==> config.mk <==
export PLATFORM = sky130hd
export DESIGN_NAME = minibyte_cpu_wide_flat
export DESIGN_NICKNAME = d
export VERILOG_FILES = /design/src/rtl/minibyte_cpu_wide_if.sv /design/src/rtl/minibyte_cpu_wide.sv /design/src/flat_wrapper.sv
export SDC_FILE = /design/constraint.sdc
export NUM_CORES = 1
export LEC_CHECK = 0
export CORE_ASPECT_RATIO = 2
export CORE_MARGIN = 8
export CORE_UTILIZATION = 50
export DETAILED_ROUTE_END_ITERATION = 8
export HOLD_SLACK_MARGIN = 0.06
export PLACE_DENSITY = 0.81
export SYNTH_ARGS = -nofsm -noshare
export SYNTH_HDL_FRONTEND = slang
export SYNTH_SLANG_ARGS = --single-unit
==> constraint.sdc <==
create_clock -name clk_in -period 3.3 [get_ports clk_in]
set_input_delay 0.495 -clock clk_in [delete_from_list [all_inputs] [get_ports clk_in]]
set_output_delay 0.495 -clock clk_in [all_outputs]
set_load 0.1 [all_outputs]
==> src/rtl/minibyte_cpu_wide_if.sv <==
// Memory/IO bus of the minibyte accumulator core: req/ready handshake,
// address, read data and store data with write/drive strobes.
interface minibyte_cpu_wide_if #(
    parameter int DATA_W = 8,
    parameter int ADDR_W = 8
);
    logic [DATA_W-1:0] data_in;
    logic              mem_ready_in;
    logic [ADDR_W-1:0] addr_out;
    logic [DATA_W-1:0] data_out;
    logic              we_out;
    logic              drive_out;
    logic              req_out;

    modport master (
        input  data_in, mem_ready_in,
        output addr_out, data_out, we_out, drive_out, req_out
    );
    modport slave (
        output data_in, mem_ready_in,
        input  addr_out, data_out, we_out, drive_out, req_out
    );
endinterface

==> src/rtl/minibyte_cpu_wide.sv <==
// Parametrised minibyte accumulator CPU: FETCH/OPERAND/MEM/HALT sequencer,
// wait-state tolerant req/ready bus and a DFT debug mux on the address bus.
module minibyte_cpu_wide #(
    parameter int DATA_W   = 8,
    parameter int ADDR_W   = 8,
    parameter int RESET_PC = 0
) (
    input  logic       clk_in,
    input  logic       rst_in,
    input  logic [7:0] tm_control,
    output logic       halted_out,
    minibyte_cpu_wide_if.master bus
);
    localparam logic [ADDR_W-1:0] RST_PC = RESET_PC[ADDR_W-1:0];

    localparam logic [3:0] OP_NOP = 4'h0, OP_LDI = 4'h1, OP_LDA = 4'h2, OP_STA = 4'h3,
                           OP_ADD = 4'h4, OP_SUB = 4'h5, OP_AND = 4'h6, OP_OR  = 4'h7,
                           OP_XOR = 4'h8, OP_JMP = 4'h9, OP_BZ  = 4'hA, OP_BN  = 4'hB,
                           OP_HLT = 4'hF;

    typedef enum logic [1:0] {S_FETCH = 2'd0, S_OPERAND = 2'd1, S_MEM = 2'd2, S_HALT = 2'd3} state_t;

    state_t            state, state_nx;
    logic [DATA_W-1:0] a, ir, alu, dbg;
    logic [ADDR_W-1:0] pc, m, opnd, addr_norm;
    logic              z, n, xfer;
    logic [3:0]        op, op_new;
    logic              unused_bits;

    assign op     = ir[DATA_W-1 -: 4];
    assign op_new = bus.data_in[DATA_W-1 -: 4];
    assign opnd   = bus.data_in[ADDR_W-1:0];
    assign xfer   = bus.req_out & bus.mem_ready_in;

    always_ff @(posedge clk_in or negedge rst_in) begin
        if (!rst_in) state <= S_FETCH;
        else         state <= state_nx;
    end

    always_comb begin
        state_nx      = state;
        bus.req_out   = 1'b0;
        bus.we_out    = 1'b0;
        bus.drive_out = 1'b0;
        addr_norm     = pc;
        halted_out    = 1'b0;
        case (state)
            S_FETCH: begin
                bus.req_out = 1'b1;
                if (bus.mem_ready_in) begin
                    if (op_new == OP_HLT)                             state_nx = S_HALT;
                    else if (op_new inside {OP_NOP, 4'hC, 4'hD, 4'hE}) state_nx = S_FETCH;
                    else                                              state_nx = S_OPERAND;
                end
            end
            S_OPERAND: begin
                bus.req_out = 1'b1;
                if (bus.mem_ready_in)
                    state_nx = (op inside {[OP_LDA:OP_XOR]}) ? S_MEM : S_FETCH;
            end
            S_MEM: begin
                bus.req_out   = 1'b1;
                addr_norm     = m;
                bus.we_out    = (op == OP_STA);
                bus.drive_out = (op == OP_STA);
                if (bus.mem_ready_in) state_nx = S_FETCH;
            end
            default: halted_out = 1'b1;
        endcase
    end

    // LDI and LDA pass the bus word straight through
    always_comb begin
        case (op)
            OP_ADD:  alu = a + bus.data_in;
            OP_SUB:  alu = a - bus.data_in;
            OP_AND:  alu = a & bus.data_in;
            OP_OR:   alu = a | bus.data_in;
            OP_XOR:  alu = a ^ bus.data_in;
            default: alu = bus.data_in;
        endcase
    end

    always_ff @(posedge clk_in or negedge rst_in) begin
        if (!rst_in) begin
            a  <= '0;
            m  <= '0;
            ir <= '0;
            z  <= 1'b0;
            n  <= 1'b0;
            pc <= RST_PC;
        end else if (xfer) begin
            case (state)
                S_FETCH: begin
                    ir <= bus.data_in;
                    pc <= pc + ADDR_W'(1);
                end
                S_OPERAND: begin
                    pc <= pc + ADDR_W'(1);
                    case (op)
                        OP_LDI: begin
                            a <= alu;
                            z <= (alu == '0);
                            n <= alu[DATA_W-1];
                        end
                        OP_JMP: pc <= opnd;
                        OP_BZ:  if (z) pc <= opnd;
                        OP_BN:  if (n) pc <= opnd;
                        OP_LDA, OP_STA, OP_ADD, OP_SUB, OP_AND, OP_OR, OP_XOR: m <= opnd;
                        default: ;
                    endcase
                end
                S_MEM: begin
                    if (op != OP_STA) begin
                        a <= alu;
                        z <= (alu == '0);
                        n <= alu[DATA_W-1];
                    end
                end
                default: ;
            endcase
        end
    end

    // Debug values are built DATA_W wide and truncated onto the address bus
    always_comb begin
        dbg = '0;
        case (tm_control[2:0])
            3'd1:    dbg = a;
            3'd2:    dbg[0] = a[DATA_W-1];
            3'd3:    dbg[ADDR_W-1:0] = m;
            3'd4:    dbg[ADDR_W-1:0] = pc;
            3'd5:    dbg = ir;
            3'd6:    dbg[1:0] = {z, n};
            3'd7:    dbg[1:0] = state;
            default: dbg[ADDR_W-1:0] = addr_norm;
        endcase
    end

    assign bus.addr_out = dbg[ADDR_W-1:0];
    assign bus.data_out = a;
    assign unused_bits  = ^{tm_control[7:3], dbg};
endmodule
==> src/flat_wrapper.sv <==
// flat-port wrapper written by rule: the top's interface ports become plain ports
module minibyte_cpu_wide_flat 
#(
    parameter int DATA_W   = 8,
    parameter int ADDR_W   = 8,
    parameter int RESET_PC = 0
)
  (clk_in, rst_in, tm_control, halted_out, bus_data_in, bus_mem_ready_in, bus_addr_out, bus_data_out, bus_we_out, bus_drive_out, bus_req_out);
  minibyte_cpu_wide_if #(.DATA_W(DATA_W), .ADDR_W(ADDR_W)) bus_i ();
  input  logic clk_in;
  input  logic rst_in;
  input  logic [7:0] tm_control;
  output logic halted_out;
  input wire logic [$bits(bus_i.data_in)-1:0] bus_data_in;
  input wire logic [$bits(bus_i.mem_ready_in)-1:0] bus_mem_ready_in;
  output wire logic [$bits(bus_i.addr_out)-1:0] bus_addr_out;
  output wire logic [$bits(bus_i.data_out)-1:0] bus_data_out;
  output wire logic [$bits(bus_i.we_out)-1:0] bus_we_out;
  output wire logic [$bits(bus_i.drive_out)-1:0] bus_drive_out;
  output wire logic [$bits(bus_i.req_out)-1:0] bus_req_out;
  assign bus_i.data_in = bus_data_in;
  assign bus_i.mem_ready_in = bus_mem_ready_in;
  assign bus_addr_out = bus_i.addr_out;
  assign bus_data_out = bus_i.data_out;
  assign bus_we_out = bus_i.we_out;
  assign bus_drive_out = bus_i.drive_out;
  assign bus_req_out = bus_i.req_out;
  minibyte_cpu_wide #(.DATA_W(DATA_W), .ADDR_W(ADDR_W), .RESET_PC(RESET_PC)) u_core (.clk_in(clk_in), .rst_in(rst_in), .tm_control(tm_control), .halted_out(halted_out), .bus(bus_i));
endmodule
; Word-level counts from Yosys, hierarchy flattened
; Cells that the tools add are included.
[classes]
addsub = 3
n_lt_le_gt_ge = 2
bitwise = 4
mux = 28
n_reduce_logical = 16
n_eq_ne = 30
[op_table]
columns = op, count
row1 = 2-to-1 mux 8 bit, 5
row2 = one-hot mux 8 bit (5 select lines), 1
row3 = "== test 4 bit, second input constant", 8
row4 = one-hot mux 8 bit (2 select lines), 2
row5 = one-hot mux 6 bit (5 select lines), 1
row6 = one-hot mux 8 bit (3 select lines), 1
row7 = "== test 4 x 3 -> 1 bit, second input constant", 4
row8 = one-hot mux 1 bit (7 select lines), 2
row9 = "== test 3 bit, second input constant", 4
row10 = 2-to-1 mux 2 bit, 5
row11 = "adder 8 x 1 -> 8 bit, second input constant", 1
row12 = adder 8 bit, 1
row13 = AND 8 bit, 1
row14 = "== test 4 x 2 -> 1 bit, second input constant", 2
row15 = zero test 8 bit, 1
row16 = 2-to-1 mux 1 bit, 8
row17 = "inequality test 2 bit, second input constant", 4
row18 = OR 8 bit, 1
row19 = AND reduction 4 bit, 2
row20 = subtractor 8 bit, 1
row21 = bitwise XOR 8 bit, 1
row22 = OR reduction 7 bit, 1
row23 = "== test 3 x 2 -> 1 bit, second input constant", 2
row24 = one-hot mux 2 bit (3 select lines), 1
row25 = other kinds (19), 23
[totals]
word_cells = 90
input_bits = 19
register_bits = 36

; Longest topological paths before layout
[depth]
depth_word = 6
depth_mapped = 12
ltp_nobuf = 11

; Worst setup path after synthesis
; OpenSTA, ideal clock, no wires.
[synth_path]
path_type = reg-to-output
startpoint = register u_core.a[1], in the netlist u_core.bus.data_out[1]
endpoint = output bus_addr_out[1]
t_required_ns = 2.805
path_slack_ns = -0.767
t_arrival_ns = 3.572
stages_incl_launch_ff = 5
path_buffers = 0
path_cell_list = dfrtp_1 mux2i_1 a21oi_1 nor2_1 a221oi_1
[synth_between]
elab_chain_len = 1
[synth_rtl]
columns = element, line_no
row1 = from (decl), minibyte_cpu_wide.sv:24  ; logic [DATA_W-1:0] a, ir, alu, dbg;
row2 = from (signal assigned), minibyte_cpu_wide.sv:102  ; a <= alu;
row3 = from (signal assigned), minibyte_cpu_wide.sv:115  ; a <= alu;
row4 = one-hot mux 1 bit (7 select lines), minibyte_cpu_wide.sv:128  ; case (tm_control[2:0])
row5 = to (decl), flat_wrapper.sv:16  ; output wire logic [$bits(bus_i.addr_out)-1:0] bus_addr_out;
; No other way between the ends.

; Worst setup path in the final report
[layout_path]
startpoint = register u_core.ir[5]
endpoint = register u_core.z
[layout_between]
elab_chain_len = 5
[layout_rtl]
columns = element, line_no
row1 = from (decl), minibyte_cpu_wide.sv:24
row2 = from (signal assigned), minibyte_cpu_wide.sv:95  ; ir <= bus.data_in;
row3 = == test 4 bit or == test 4 x 3 -> 1 bit (tied branches), minibyte_cpu_wide.sv:74  ; case (op)
row4 = one-hot mux 8 bit (5 select lines), minibyte_cpu_wide.sv:74
row5 = zero test 8 bit, "minibyte_cpu_wide.sv:103, minibyte_cpu_wide.sv:116"
row6 = 2-to-1 mux 1 bit (on tied branches), "minibyte_cpu_wide.sv:114, minibyte_cpu_wide.sv:100"
row7 = one-hot mux 1 bit (2 select lines), minibyte_cpu_wide.sv:93  ; case (state)
row8 = to (signal assigned), minibyte_cpu_wide.sv:103  ; z <= (alu == '0);
row9 = to (signal assigned), minibyte_cpu_wide.sv:116  ; z <= (alu == '0);
row10 = to (decl), minibyte_cpu_wide.sv:26  ; logic z, n, xfer;
; Parallel ways exist; a longest one is shown, timed or not. The select of a mux whose other input is x is not followed.
; A chain may end at the register's enable or synchronous reset.

==> impl_results.md <==
- Sequential fraction of the synthesis area: 27.29%
- WL final: 10.46 mm
- Vias: 3277
- Initial antenna violation count: 0
- Vert. Die Dim: 129.3 um
- Largest net degree at the start of global routing: 36
- Sum Neg Setup Slack: 0 ns
- Hold path depth: 2
- CP peak stage delay: 0.50 ns
- Area growth syn-to-layout: 22.81%
- CTS Root Cell: clkbuf_16
- Routed length on met3: 521 um
- Synth area leaders: dfrtp_1 27%, ha_1 11%, nand2_1 5.4%
- ANT nets after route: 0
- Unique masters post-synth: 62
- I/O Buffers: 33
- Core area: 6259 um^2
- Worst reg2reg setup slack: 0.19 ns
- Nets@finish: 491
- Syn avg cell area: 7.983 um^2
- Worst reg2reg path depth: 9
- Top cell type's share of synthesized area: 27.29%
- Gr usage total: 23.38%
- Standard-cell rows: 41
- Max Slew Vio Count: 0
- Worst Setup Start Kind: register
- Max Cap Viol: 0
- Final Core Density: 62.97%
- Clock Pin Slew Worst Setup and Hold Paths: 0.06 ns
- Synthesized flop and latch total: 35
- Leading area contributor after synthesis: dfrtp_1
- Crit path kind: register to register
- Post-CTS Hold Buffers: 0
- Peak supply drop: 0.6125 mV
- Highest routed layer: met4
- Worst EP arrival: 3.30 ns
- Pwr dens: 1079 nW/um^2
- # setup viols final: 0
- Clock sinks: 35
- # fillers: 556
- Skew-Pair Late Insertion Delay: 0.29 ns
- Period minus WS final: 3.110 ns
- HP Start: u_core.m[5]$_DFFE_PN0P_
- # DRC: 0
- Hold Path Sink: u_core.m[5]$_DFFE_PN0P_
- Asr flop ratio synth: 100.0%
- Width of the die: 72.65 um
- Worst R2R End: u_core.z$_DFFE_PN0P_
- Share of layout cells above drive strength 1: 14.67%
- Diode count: 0
- Worst setup margin: 0.1902 ns
- EDFF count, synth: 0
- Worst endpoint required time: 3.49 ns
- Cells after synthesis: 402
- CTS tree: built
- Starting Density: 51.28%
- Mapped cell area: 3209 um^2
- Fmax achieved: 0.3216 GHz
- Top_reg_cell synth: dfrtp_1
- CP Max Fanout: 2
- Num ports: 39
- Worst r2r src: u_core.ir[5]$_DFFE_PN0P_
- Routed wire per std cell: 19.77 um
- Clock tree buffer depth: 2
- Pre-CTS setup slack: -0.05773 ns
- Hold Crit Class: register to register
- Number of global-route vias before repair: 3341
- Final Hold Fails: 0
- Slowest stage cell, crit path: nor4bb_1
- Wire length of the first global-routing pass: 16.82 mm
- # Post-CTS Setup Buffers: 0
- H-tree depth: 2
- DRT Pass-1 Iters: 4
- First DRT Iteration DRCs: 230
- Status: completed
- Met1 wire length: 3.414 mm
- Crit share post-route: 94.24%
- Metal2 WL: 5.693 mm
- Slew HR: 24.25%
- Syn nets: 451
- RSZ-0062 raised after global routing: false
- Gr ovfl total: 0
- Fin Clk Skew: 0.003065 ns
- Total power: 4.254 mW
- Worst Max-Slew Pin Slew: 1.124 ns
- Die area: 9394 um^2
- Post-CTS resize count: 0
- HPWL Detailed: 8.109 mm
- Yosys warnings: 0
- Vias per std cell: 6.195
- GPL Wtd Cong: 0.9918
- Num CTS Buffers: 5
- CP Capture Type: register
- Crit path cell chain: nor4bb_1, mux2_2, fa_1, nor3b_1, a21o_1, a221oi_1, a311oi_2, o2111ai_1, o31ai_1
- Leakage: 1.760 nW
## sequential cells by signal, summed over array words and instances, names as in the netlist
signal and count:
u_core.ir 8, u_core.n 1, u_core.bus.data_out 7, u_core.m 8, u_core.pc 8, u_core.state 2
u_core.z 1
## metal layers
metal | GRT usage, % | vias to the layer above
met4 | 20.67 | 0
met3 | 3.715 | 51
met5 | 0 | -
met2 | 41.83 | 154
li1 | - | 1528
met1 | 21.94 | 1544
## metrics by stage
step | instances | hold WS (ns) | area (um^2)
after floorplan | 402 | 0.1994 | 3223
after global placement | 521 | 0.4614 | 3767
after detailed placement | 521 | 0.4856 | 3767
after CTS | 529 | 0.4982 | 3941
after global routing | 529 | 0.5184 | 3941
final | 529 | 0.4957 | 3941
## worst max-delay path by stage
| stage | start | to | slack (ns) | cells after the start |
|---|---|---|---|---|
| 2_1_floorplan | u_core.bus.data_out[2]$_DFFE_PN0P_ | bus_addr_out[2] | 0.02 | 4 |
| 3_3_place_gp | bus_data_in[0] | u_core.z$_DFFE_PN0P_ | -0.03 | 11 |
| 3_5_place_dp | bus_data_in[0] | u_core.z$_DFFE_PN0P_ | -0.06 | 11 |
| 4_1_cts | u_core.ir[5]$_DFFE_PN0P_ | u_core.z$_DFFE_PN0P_ | 0.21 | 9 |
| 5_1_grt | bus_data_in[0] | u_core.z$_DFFE_PN0P_ | 0.001 | 11 |
| 6_report | u_core.ir[5]$_DFFE_PN0P_ | u_core.z$_DFFE_PN0P_ | 0.19 | 9 |
## final cells by class
type / instances / area (um^2) / share of cell area, %
well taps: 86 / 107.6 / 2.730
clock buffers: 6 / 138.9 / 3.524
multi-input cells: 316 / 2123 / 53.87
clock inverters: 2 / 35.03 / 0.8889
repair buffers: 56 / 553.0 / 14.03
flip-flops and latches: 35 / 875.8 / 22.22
inverters: 28 / 107.6 / 2.730
## where the power goes
part | switching (mW) | internal [mW] | total [mW] | leakage [nW]
sequential | 0.275 | 0.629 | 0.905 | 0.429
combinational | 1.83 | 0.960 | 2.79 | 1.24
clock | 0.185 | 0.375 | 0.561 | 0.0868
## synth_stat cells (2+ instances only)
| master | instances |
|---|---|
| xnor2_1 | 10 |
| nand2b_1 | 5 |
| buf_4 | 2 |
| o21ai_1 | 4 |
| o31ai_1 | 6 |
| ha_1 | 29 |
| a22oi_1 | 2 |
| buf_2 | 11 |
| nand3_1 | 7 |
| o21ai_0 | 31 |
| mux2i_1 | 15 |
| and3_1 | 2 |
| o211ai_1 | 3 |
| a211oi_1 | 7 |
| inv_1 | 27 |
| a31oi_1 | 3 |
| o21a_1 | 2 |
| o2111ai_1 | 2 |
| nand4_1 | 2 |
| o22ai_1 | 11 |
| a221oi_1 | 5 |
| dfrtp_1 | 35 |
| nor3_1 | 7 |
| nand2_1 | 46 |
| a41oi_1 | 2 |
| nor2b_1 | 6 |
| nor3b_1 | 3 |
| clkbuf_1 | 8 |
| nor2_1 | 38 |
| mux2_2 | 4 |
| o32ai_1 | 2 |
| nor4_1 | 4 |
| a21oi_1 | 32 |
## cells in the final DEF (no fill, tap or decap), drive strengths merged, types with 5 or more instances in the layout
cell / instances
a211oi: 8
a21oi: 32
a221oi: 5
buf: 43
clkbuf: 6
clkdlybuf4s50: 13
dfrtp: 35
ha: 29
inv: 28
mux2i: 15
nand2: 46
nand2b: 5
nand3: 7
nor2: 38
nor2b: 6
nor3: 7
o21ai: 35
o22ai: 11
o31ai: 6
xnor2: 10
## kinds of logic (layout without fill, tap and decap cells)
group,Yosys count,count (layout),share of synthesized area (%)
buffers and inverters,51,92,6.978
AOI/OAI and AO/OA,128,128,25.81
adders and majority gates,30,30,11.93
and+or+nand+nor,128,128,18.91
xor gates and xnor gates,11,11,3.002
DFF,35,35,27.29
muxes,19,19,6.082
## worst max-delay path: cells and delay by family, from the launching register on
| kind | cells | cell delay (ns) |
|---|---|---|
| AND/OR/NAND/NOR | 2 | 0.68 |
| AO/OA/AOI/OAI | 5 | 1.04 |
| flip-flops | 1 | 0.39 |
| multiplexers | 1 | 0.42 |
| adder cells (fa/ha/maj) | 1 | 0.50 |
Note: power is estimated with default switching activity, not from simulation.
